$ cat src/rtl/vram_arbiter_if.sv
// Bus bundle between the PPU fetchers, the CPU VRAM window, the VRAM macro and the arbiter.
// The arbiter takes the slave modport; the surrounding fabric (or a bench) takes master.
interface vram_arbiter_if #(
   parameter int ADDR_W = 13
);
   logic              lcd_en;
   logic [1:0]        ppu_mode;

   logic              bg_req;
   logic [15:0]       bg_addr;
   logic              bg_gnt;
   logic              bg_valid;
   logic [7:0]        bg_rdata;

   logic              spr_req;
   logic [15:0]       spr_addr;
   logic              spr_gnt;
   logic              spr_valid;
   logic [7:0]        spr_rdata;

   logic              cpu_rd;
   logic              cpu_wr;
   logic [15:0]       cpu_addr;
   logic [7:0]        cpu_wdata;
   logic              cpu_ack;
   logic [7:0]        cpu_rdata;

   logic              mem_en;
   logic              mem_we;
   logic [ADDR_W-1:0] mem_addr;
   logic [7:0]        mem_wdata;
   logic [7:0]        mem_rdata;

   logic [1:0]        owner_dbg;

   modport slave (
      input  lcd_en, ppu_mode,
      input  bg_req, bg_addr,
      output bg_gnt, bg_valid, bg_rdata,
      input  spr_req, spr_addr,
      output spr_gnt, spr_valid, spr_rdata,
      input  cpu_rd, cpu_wr, cpu_addr, cpu_wdata,
      output cpu_ack, cpu_rdata,
      output mem_en, mem_we, mem_addr, mem_wdata,
      input  mem_rdata,
      output owner_dbg
   );

   modport master (
      output lcd_en, ppu_mode,
      output bg_req, bg_addr,
      input  bg_gnt, bg_valid, bg_rdata,
      output spr_req, spr_addr,
      input  spr_gnt, spr_valid, spr_rdata,
      output cpu_rd, cpu_wr, cpu_addr, cpu_wdata,
      input  cpu_ack, cpu_rdata,
      input  mem_en, mem_we, mem_addr, mem_wdata,
      output mem_rdata,
      input  owner_dbg
   );
endinterface

$ cat src/rtl/vram_arbiter.sv
// Single-port VRAM arbiter: fixed priority SPR > BG > CPU, one access per clock,
// read data returned the cycle after the grant, CPU locked out during mode 3.
module vram_arbiter #(
   parameter int ADDR_W     = 13,
   parameter bit LOCK_MODE3 = 1'b1
) (
   input  logic            clk,
   input  logic            reset,
   vram_arbiter_if.slave   bus
);
   typedef enum logic [1:0] {
      OWN_NONE = 2'd0,
      OWN_BG   = 2'd1,
      OWN_SPR  = 2'd2,
      OWN_CPU  = 2'd3
   } owner_e;

   owner_e      r_owner, w_owner_nxt;
   logic        r_oor, w_oor_nxt;
   logic        r_lk_pend, w_lk_pend_nxt;
   logic        r_lk_rd, w_lk_rd_nxt;
   logic [7:0]  r_bg_hold, r_spr_hold, r_cpu_hold;

   logic        w_cpu_lock, w_cpu_req, w_cpu_busy;
   logic        w_spr_gnt, w_bg_gnt, w_cpu_gnt;
   logic        w_mem_en, w_mem_we;
   logic [15:0] w_addr;
   logic        w_bg_valid, w_spr_valid, w_cpu_rd_ret, w_lk_rd_ret;
   logic [7:0]  w_fetch_data;

   function automatic logic in_vram(input logic [15:0] a);
      return a[15:13] == 3'b100;
   endfunction

   // NOTE: every signal written here gets a default first, so no path leaves one unassigned
   // and no latch is inferred.
   always_comb begin
      w_owner_nxt   = OWN_NONE;
      w_oor_nxt     = 1'b0;
      w_lk_pend_nxt = 1'b0;
      w_lk_rd_nxt   = 1'b0;
      w_spr_gnt     = 1'b0;
      w_bg_gnt      = 1'b0;
      w_cpu_gnt     = 1'b0;
      w_mem_en      = 1'b0;
      w_mem_we      = 1'b0;
      w_addr        = 16'h0000;
      w_cpu_lock    = LOCK_MODE3 && bus.lcd_en && (bus.ppu_mode == 2'd3);
      w_cpu_req     = bus.cpu_rd || bus.cpu_wr;
      // A held strobe must not be accepted again while its own ack is still outstanding.
      w_cpu_busy    = (r_owner == OWN_CPU) || r_lk_pend;

      if (!reset) begin
         if (w_cpu_req && !w_cpu_busy && w_cpu_lock) begin
            w_lk_pend_nxt = 1'b1;
            w_lk_rd_nxt   = !bus.cpu_wr;
         end

         if (bus.spr_req) begin
            w_spr_gnt   = 1'b1;
            w_owner_nxt = OWN_SPR;
            w_addr      = bus.spr_addr;
            w_mem_en    = in_vram(bus.spr_addr);
            w_oor_nxt   = !in_vram(bus.spr_addr);
         end else if (bus.bg_req) begin
            w_bg_gnt    = 1'b1;
            w_owner_nxt = OWN_BG;
            w_addr      = bus.bg_addr;
            w_mem_en    = in_vram(bus.bg_addr);
            w_oor_nxt   = !in_vram(bus.bg_addr);
         end else if (w_cpu_req && !w_cpu_busy && !w_cpu_lock) begin
            w_cpu_gnt   = 1'b1;
            w_addr      = bus.cpu_addr;
            w_mem_en    = 1'b1;
            w_mem_we    = bus.cpu_wr;
            w_owner_nxt = bus.cpu_wr ? OWN_NONE : OWN_CPU;
         end
      end
   end

   // NOTE: state uses non-blocking assignments so every register samples pre-edge values.
   always_ff @(posedge clk or posedge reset) begin
      if (reset) begin
         r_owner   <= OWN_NONE;
         r_oor     <= 1'b0;
         r_lk_pend <= 1'b0;
         r_lk_rd   <= 1'b0;
      end else begin
         r_owner   <= w_owner_nxt;
         r_oor     <= w_oor_nxt;
         r_lk_pend <= w_lk_pend_nxt;
         r_lk_rd   <= w_lk_rd_nxt;
      end
   end

   assign w_bg_valid   = (r_owner == OWN_BG);
   assign w_spr_valid  = (r_owner == OWN_SPR);
   assign w_cpu_rd_ret = (r_owner == OWN_CPU);
   assign w_lk_rd_ret  = r_lk_pend && r_lk_rd;
   assign w_fetch_data = r_oor ? 8'hFF : bus.mem_rdata;

   // Returned data is presented on the pulse cycle and held afterwards.
   always_ff @(posedge clk or posedge reset) begin
      if (reset) begin
         r_bg_hold  <= 8'hFF;
         r_spr_hold <= 8'hFF;
         r_cpu_hold <= 8'hFF;
      end else begin
         if (w_bg_valid)   r_bg_hold  <= w_fetch_data;
         if (w_spr_valid)  r_spr_hold <= w_fetch_data;
         if (w_cpu_rd_ret) r_cpu_hold <= bus.mem_rdata;
         else if (w_lk_rd_ret) r_cpu_hold <= 8'hFF;
      end
   end

   assign bus.bg_gnt    = w_bg_gnt;
   assign bus.bg_valid  = w_bg_valid;
   assign bus.bg_rdata  = w_bg_valid ? w_fetch_data : r_bg_hold;
   assign bus.spr_gnt   = w_spr_gnt;
   assign bus.spr_valid = w_spr_valid;
   assign bus.spr_rdata = w_spr_valid ? w_fetch_data : r_spr_hold;

   assign bus.cpu_ack   = w_cpu_rd_ret || r_lk_pend || (w_cpu_gnt && bus.cpu_wr);
   assign bus.cpu_rdata = w_cpu_rd_ret ? bus.mem_rdata :
                          w_lk_rd_ret  ? 8'hFF : r_cpu_hold;

   assign bus.mem_en    = w_mem_en;
   assign bus.mem_we    = w_mem_we;
   assign bus.mem_addr  = w_addr[ADDR_W-1:0];
   assign bus.mem_wdata = w_mem_we ? bus.cpu_wdata : 8'h00;
   assign bus.owner_dbg = r_owner;
endmodule

$ cat src/flat_wrapper.sv
// flat-port wrapper written by rule: the top's interface ports become plain ports
module vram_arbiter_flat 
#(
   parameter int ADDR_W     = 13,
   parameter bit LOCK_MODE3 = 1'b1
)
  (clk, reset, bus_lcd_en, bus_ppu_mode, bus_bg_req, bus_bg_addr, bus_bg_gnt, bus_bg_valid, bus_bg_rdata, bus_spr_req, bus_spr_addr, bus_spr_gnt, bus_spr_valid, bus_spr_rdata, bus_cpu_rd, bus_cpu_wr, bus_cpu_addr, bus_cpu_wdata, bus_cpu_ack, bus_cpu_rdata, bus_mem_en, bus_mem_we, bus_mem_addr, bus_mem_wdata, bus_mem_rdata, bus_owner_dbg);
  vram_arbiter_if #(.ADDR_W(ADDR_W)) bus_i ();
  input  logic clk;
  input  logic reset;
  input wire logic [$bits(bus_i.lcd_en)-1:0] bus_lcd_en;
  input wire logic [$bits(bus_i.ppu_mode)-1:0] bus_ppu_mode;
  input wire logic [$bits(bus_i.bg_req)-1:0] bus_bg_req;
  input wire logic [$bits(bus_i.bg_addr)-1:0] bus_bg_addr;
  output wire logic [$bits(bus_i.bg_gnt)-1:0] bus_bg_gnt;
  output wire logic [$bits(bus_i.bg_valid)-1:0] bus_bg_valid;
  output wire logic [$bits(bus_i.bg_rdata)-1:0] bus_bg_rdata;
  input wire logic [$bits(bus_i.spr_req)-1:0] bus_spr_req;
  input wire logic [$bits(bus_i.spr_addr)-1:0] bus_spr_addr;
  output wire logic [$bits(bus_i.spr_gnt)-1:0] bus_spr_gnt;
  output wire logic [$bits(bus_i.spr_valid)-1:0] bus_spr_valid;
  output wire logic [$bits(bus_i.spr_rdata)-1:0] bus_spr_rdata;
  input wire logic [$bits(bus_i.cpu_rd)-1:0] bus_cpu_rd;
  input wire logic [$bits(bus_i.cpu_wr)-1:0] bus_cpu_wr;
  input wire logic [$bits(bus_i.cpu_addr)-1:0] bus_cpu_addr;
  input wire logic [$bits(bus_i.cpu_wdata)-1:0] bus_cpu_wdata;
  output wire logic [$bits(bus_i.cpu_ack)-1:0] bus_cpu_ack;
  output wire logic [$bits(bus_i.cpu_rdata)-1:0] bus_cpu_rdata;
  output wire logic [$bits(bus_i.mem_en)-1:0] bus_mem_en;
  output wire logic [$bits(bus_i.mem_we)-1:0] bus_mem_we;
  output wire logic [$bits(bus_i.mem_addr)-1:0] bus_mem_addr;
  output wire logic [$bits(bus_i.mem_wdata)-1:0] bus_mem_wdata;
  input wire logic [$bits(bus_i.mem_rdata)-1:0] bus_mem_rdata;
  output wire logic [$bits(bus_i.owner_dbg)-1:0] bus_owner_dbg;
  assign bus_i.lcd_en = bus_lcd_en;
  assign bus_i.ppu_mode = bus_ppu_mode;
  assign bus_i.bg_req = bus_bg_req;
  assign bus_i.bg_addr = bus_bg_addr;
  assign bus_bg_gnt = bus_i.bg_gnt;
  assign bus_bg_valid = bus_i.bg_valid;
  assign bus_bg_rdata = bus_i.bg_rdata;
  assign bus_i.spr_req = bus_spr_req;
  assign bus_i.spr_addr = bus_spr_addr;
  assign bus_spr_gnt = bus_i.spr_gnt;
  assign bus_spr_valid = bus_i.spr_valid;
  assign bus_spr_rdata = bus_i.spr_rdata;
  assign bus_i.cpu_rd = bus_cpu_rd;
  assign bus_i.cpu_wr = bus_cpu_wr;
  assign bus_i.cpu_addr = bus_cpu_addr;
  assign bus_i.cpu_wdata = bus_cpu_wdata;
  assign bus_cpu_ack = bus_i.cpu_ack;
  assign bus_cpu_rdata = bus_i.cpu_rdata;
  assign bus_mem_en = bus_i.mem_en;
  assign bus_mem_we = bus_i.mem_we;
  assign bus_mem_addr = bus_i.mem_addr;
  assign bus_mem_wdata = bus_i.mem_wdata;
  assign bus_i.mem_rdata = bus_mem_rdata;
  assign bus_owner_dbg = bus_i.owner_dbg;
  vram_arbiter #(.ADDR_W(ADDR_W), .LOCK_MODE3(LOCK_MODE3)) u_core (.clk(clk), .reset(reset), .bus(bus_i));
endmodule
$ cat config.mk
export PLATFORM = sky130hd
export DESIGN_NAME = vram_arbiter_flat
export DESIGN_NICKNAME = d
export VERILOG_FILES = /design/src/rtl/vram_arbiter_if.sv /design/src/rtl/vram_arbiter.sv /design/src/flat_wrapper.sv
export SDC_FILE = /design/constraint.sdc
export NUM_CORES = 1
export LEC_CHECK = 0
export CAP_MARGIN = 20
export CORE_MARGIN = 2
export CORE_UTILIZATION = 34
export CTS_BUF_LIST = sky130_fd_sc_hd__clkbuf_4 sky130_fd_sc_hd__clkbuf_8
export DETAILED_ROUTE_END_ITERATION = 10
export PLACE_DENSITY = 0.82
export SLEW_MARGIN = 10
export SYNTH_ARGS = -nofsm -noshare
export SYNTH_HDL_FRONTEND = slang
export SYNTH_SLANG_ARGS = --single-unit
export TNS_END_PERCENT = 10
$ cat constraint.sdc
create_clock -name clk -period 2.59 [get_ports clk]
set_input_delay 0.3885 -clock clk [delete_from_list [all_inputs] [get_ports clk]]
set_output_delay 0.3885 -clock clk [all_outputs]
set_load 0.05 [all_outputs]
## Word-level counts from Yosys, hierarchy flattened

Index checks and enable logic that the tools add are counted.
Widths: inputs -> output; s select.

- Register bits after elaboration: 29
- Input port bits: 73
- Output and inout port bits: 54
- Word-level logic and storage cells: 65

- Equality and inequality tests: 6
- Muxes and demuxes: 38
- Reductions and logical operators: 14

Operators with widths:

| operator | number |
|---|---|
| $mux 13 | 4 |
| $mux 8 | 6 |
| $mux 1 | 23 |
| $mux 2 | 5 |
| $eq 2x2->1 const B | 3 |
| $eq 3x3->1 const B | 2 |
| $logic_and 1x1->1 | 6 |
| $logic_not 1->1 | 5 |
| $logic_or 1x1->1 | 3 |
| $eq 2x1->1 const B | 1 |

## Logic depth before layout (Yosys ltp)

Gate-level depths: netlist of run 1.

- Depth after elaboration: 11
- Mapped depth: 5
- Mapped depth without buffers: 3

## Least setup slack after synthesis of run 1

Ideal clock, no wire load.

- Path kind: input-to-output
- From: input reset
- To: output bus_mem_addr[11]
- Arrival: 2.445 ns
- Required time: 2.202 ns
- Path slack: -0.243 ns
- Cell stages on the path: 4
- Buffers on the path: 1
- Cells stage by stage: inv_1 clkbuf_1 nand2_1 o22ai_1

- Cells in the longest elaborated chain, start to end: 1

Ends and longest elaborated chain:

| element | RTL line | RTL |
|---|---|---|
| start: declaration | flat_wrapper.sv:10 | `input logic reset;` |
| $mux 13 | vram_arbiter.sv:53 | `if (!reset) begin` |
| end: declaration | flat_wrapper.sv:31 | `output wire logic [$bits(bus_i.mem_addr)-1:0] bus_mem_addr;` |

No other way between the ends.

## Worst setup path in the final report of run 1

- From: input bus_bg_req
- To: output bus_mem_en

- Cells in the longest elaborated chain, start to end: 3

Ends and longest elaborated chain:

| element | RTL line | RTL |
|---|---|---|
| start: declaration | flat_wrapper.sv:13 | `input wire logic [$bits(bus_i.bg_req)-1:0] bus_bg_req;` |
| $mux 1 | vram_arbiter.sv:65 | `end else if (bus.bg_req) begin` |
| $mux 1 | vram_arbiter.sv:59 | `if (bus.spr_req) begin` |
| $mux 1 | vram_arbiter.sv:53 |  |
| end: declaration | flat_wrapper.sv:29 | `output wire logic [$bits(bus_i.mem_en)-1:0] bus_mem_en;` |

No other way between the ends.

==> results of run 1 <==
[through the flow]
step	worst slack, ns	hold WS (ns)
2_1_floorplan	-0.07455	0.5132
3_3_place_gp	0.2634	0.4954
3_5_place_dp	0.2180	0.5021
4_1_cts	0.2141	0.5108
5_1_grt	0.1157	0.5348
6_report	0.2416	0.5070
[layout make-up]
cell class                      count  area share (%)
Inverter                            4          0.4664
Timing Repair Buffer              132           46.56
Sequential cell                    29           23.47
Multi-Input combinational cell    128           24.60
Tap cell                           54           2.099
Clock buffer                        7           2.798
[registers in the layout (all words and copies together), names as in the netlist]
name                  flops
u_core.bus.owner_dbg      2
u_core.r_bg_hold          8
u_core.r_cpu_hold         8
u_core.r_lk_pend          1
u_core.r_lk_rd            1
u_core.r_oor              1
u_core.r_spr_hold         8
[kinds of logic after synthesis]
logic type / synth area share (%)
AND/OR/NAND/NOR: 20.32
AO/OA/AOI/OAI: 28.22
flip-flops: 46.32
buffers and inverters: 5.137
[worst register-to-register path: stages (launching register included)]
cell	delay [ns]
dfrtp_1	0.42
nand2_1	0.27
nand2_1	0.26
o22a_1	0.26
[power by group through the flow]
stage | Clock [mW] | Sequential, mW | Combinational (mW)
3_3_place_gp | 0 | 0.633 | 0.966
2_1_floorplan | 0 | 0.641 | 0.583
5_1_grt | 0.399 | 0.641 | 1.02
4_1_cts | 0.384 | 0.633 | 0.983
6_report | 0.374 | 0.631 | 0.976
3_5_place_dp | 0 | 0.640 | 0.981
[cells in the final DEF (no fill, tap or decap)]
| master | n |
|---|---|
| or2_2 | 1 |
| clkdlybuf4s50_1 | 73 |
| o22a_1 | 8 |
| nor2b_4 | 1 |
| o21ai_0 | 16 |
| a21boi_0 | 2 |
| a21oi_2 | 1 |
| dfrtp_1 | 5 |
| clkbuf_4 | 1 |
| and4_1 | 1 |
| nor2_1 | 12 |
| clkbuf_8 | 6 |
| buf_4 | 33 |
| nand2_1 | 34 |
| buf_12 | 26 |
| o21a_1 | 1 |
| o22ai_1 | 3 |
| inv_1 | 4 |
| nand4b_2 | 1 |
| and2_1 | 9 |
| a31oi_2 | 1 |
| dfstp_2 | 24 |
| nor3_1 | 3 |
| a41oi_1 | 1 |
| nand2b_1 | 2 |
| a22oi_1 | 13 |
| a31oi_1 | 1 |
| nor2b_1 | 1 |
| nand3_1 | 5 |
| o22ai_2 | 10 |
| a41o_1 | 1 |
[per-layer routing]
metal	global-route usage, %	routed length (µm)	share of wire [%]	up-vias
met4	7.407	106	2.1	0
met3	4.938	374	7.3	9
met2	37.84	2757	54	76
met1	20.34	1907	37	813
met5	0	0	0	-
li1	-	-	-	879
[worst min path at each step]
stage | from | end | slack (ns)
6_report | u_core.r_spr_hold[3] | u_core.r_spr_hold[3] | 0.51
5_1_grt | u_core.r_spr_hold[1] | u_core.r_spr_hold[1] | 0.53
4_1_cts | u_core.r_spr_hold[3] | u_core.r_spr_hold[3] | 0.51
3_5_place_dp | u_core.r_spr_hold[3] | u_core.r_spr_hold[3] | 0.50
3_3_place_gp | u_core.r_bg_hold[7] | u_core.r_bg_hold[7] | 0.50
2_1_floorplan | bus_cpu_rd | u_core.r_lk_rd | 0.51
==> reports/metrics.json, run 1 <==
{
  "outcome": "finished clean",
  "maxCapViolCount": 0,
  "grt_max_degree": 31,
  "total_power_consumption_of_the_routed_design_mw": 1.981,
  "critical_path_class": "in -> out",
  "finalCritPeriodShare_pct": 90.67,
  "gr-usage-all-layers_pct": 19.75,
  "netSwitchingFraction_pct": 40.00,
  "drt_first_iter_violations": 81,
  "antenna-diode-count": 0,
  "via_count": 1777,
  "power.share.combinational_pct": 49.3,
  "areaGrowthSynthToFinish_pct": 97.32,
  "totalWireLength_mm": 5.145,
  "gp_congestion": 0.7648,
  "clock-root-buffer": "clkbuf_8",
  "max_freq_mhz": 425.8,
  "synthesis.nets": 246,
  "rsz_0062_raised_after_global_routing": "false",
  "power.net_switching_mw": 0.7924,
  "worstSetupStartpoint": "bus_bg_req",
  "timing.critical_path.to": "bus_mem_en",
  "cts_buffer_depth": 2,
  "final-seq-area_um2": 755.7,
  "via_to_cell_ratio": 5.020,
  "startpoint_type": "input port",
  "final_design_area_no_fill_um2": 3219,
  "cp_slowest_cell": "clkdlybuf4s50_1",
  "grt_first_pass_wirelength_mm": 8.176,
  "post_dp_cell_area_um2": 3129,
  "die_w_um": 73.27,
  "std_cell_rows": 25,
  "cp_data_required_time_ns": 2.20,
  "synthTopCellsByArea": "dfstp_2, nand2_1, dfrtp_1",
  "critPathMaxFanout": 15,
  "tritoncts": "yes",
  "number_of_hold_violations_in_the_final_report": 0,
  "routedWlPerCell_um": 14.53,
  "timing.rr.end": "u_core.r_cpu_hold[1]",
  "min_period_ns": 2.348,
  "final_cell_count_no_fill": 354,
  "max_slew.worst_pin.slew_ns": 0.5579,
  "seq_power_share_pct": 31.9,
  "fin_tns_setup_ns": 0,
  "synthesis.area_um2": 1632,
  "start_util_pct": 35.01,
  "fillerInstances": 353,
  "placedCellCount": 347,
  "async_reset_ff_share_pct": 100.0,
  "netlist-cell-type-count": 32,
  "power-per-cell-area_nw_per_um2": 615.4,
  "worst_r2r_path_depth": 3,
  "fin_nets": 373,
  "critPathBufInv": 2,
  "grt.overflow.total": 0,
  "clock-skew-final_ns": 0.005931,
  "worst_ep_arrival_time_ns": 1.96,
  "die_area_um2": 5368,
  "buffer_ports.inserted": 123,
  "post-synth-top-area-cell": "dfstp_2",
  "leakage_power_summed_over_all_cells_nw": 1.352,
  "core-area_um2": 4661,
  "count_of_buffers_added_by_post_cts_timing_repair_for_setup": 0,
  "internal_reg_to_reg_setup_slack_ns": 1.30,
  "initial_antenna_violation_count": 0,
  "post-synth-top-count-cell": "nand2_1",
  "min_delay_path_depth": 2,
  "postLayoutCoreUtil_pct": 69.07,
  "crit_chain": "clkdlybuf4s50_1 > nor2b_4 > nand3_1 > a31oi_1 > buf_12",
  "dpl.hpwl_mm": 4.328,
  "clk-insertion-delay-late_ns": 0.28,
  "netlist_instances": 173,
  "dr.pass1.iters": 4,
  "boundary_pins": 127,
  "ys_warn_count": 0,
  "synth-seq-area-share_pct": 46.32,
  "min-delay-path-class": "reg -> reg",
  "finalMaxSlewViolations": 0,
  "cts_made_buffers": 5,
  "internal_power_mw": 1.189,
  "path_delay_family": "buffers and inverters",
  "regToRegStartpoint": "u_core.bus.owner_dbg[1]",
  "cts.repair.resized": 0,
  "postSynthAreaPerCell_um2": 9.431,
  "drive_above_1_share_pct": 35.00,
  "peak_supply_drop_mv": 0.3653,
  "cts_max_level": 2,
  "postCtsHoldBufs": 0,
  "post-synth-top-area-fraction_pct": 38.65,
  "clkPwrFrac_pct": 18.9,
  "path_clk_slew_ns": 0.06,
  "grt_pass1_vias": 1792,
  "fp.dieH_um": 73.27,
  "multi_input_comb_area_um2": 792.0,
  "count_of_flip_flops_with_a_built_in_enable_after_synthesis": 0,
  "synth_top_flop_cell": "dfstp_2",
  "crit_path_end_kind": "primary output",
  "antenna_left": 0,
  "finalSetupViolations": 0,
  "timing.max_slew.rel_slack_pct": 62.69,
  "remaining_drc_errors": 0,
  "critical_path_cell_count": 5,
  "postSynthRegisterBits": 29,
  "critPathMaxStageDelay_ns": 0.55,
  "yosys-top-cells-count": "nand2_1, dfstp_2, o21ai_0, a22oi_1, nor2_1",
  "clock-sinks": 29
}
(Power assumes the default switching activity.)
==> inputs of run 2 (changes only) <==
--- a/config.mk
+++ b/config.mk
@@ -11,6 +11,7 @@
 export CTS_BUF_LIST = sky130_fd_sc_hd__clkbuf_4 sky130_fd_sc_hd__clkbuf_8
 export DETAILED_ROUTE_END_ITERATION = 10
 export PLACE_DENSITY = 0.82
+export SETUP_SLACK_MARGIN = 0.02
 export SLEW_MARGIN = 10
 export SYNTH_ARGS = -nofsm -noshare
 export SYNTH_HDL_FRONTEND = slang
==> results of run 2 <==
The final DEF is identical to that of run 1; final timing and power are the same.
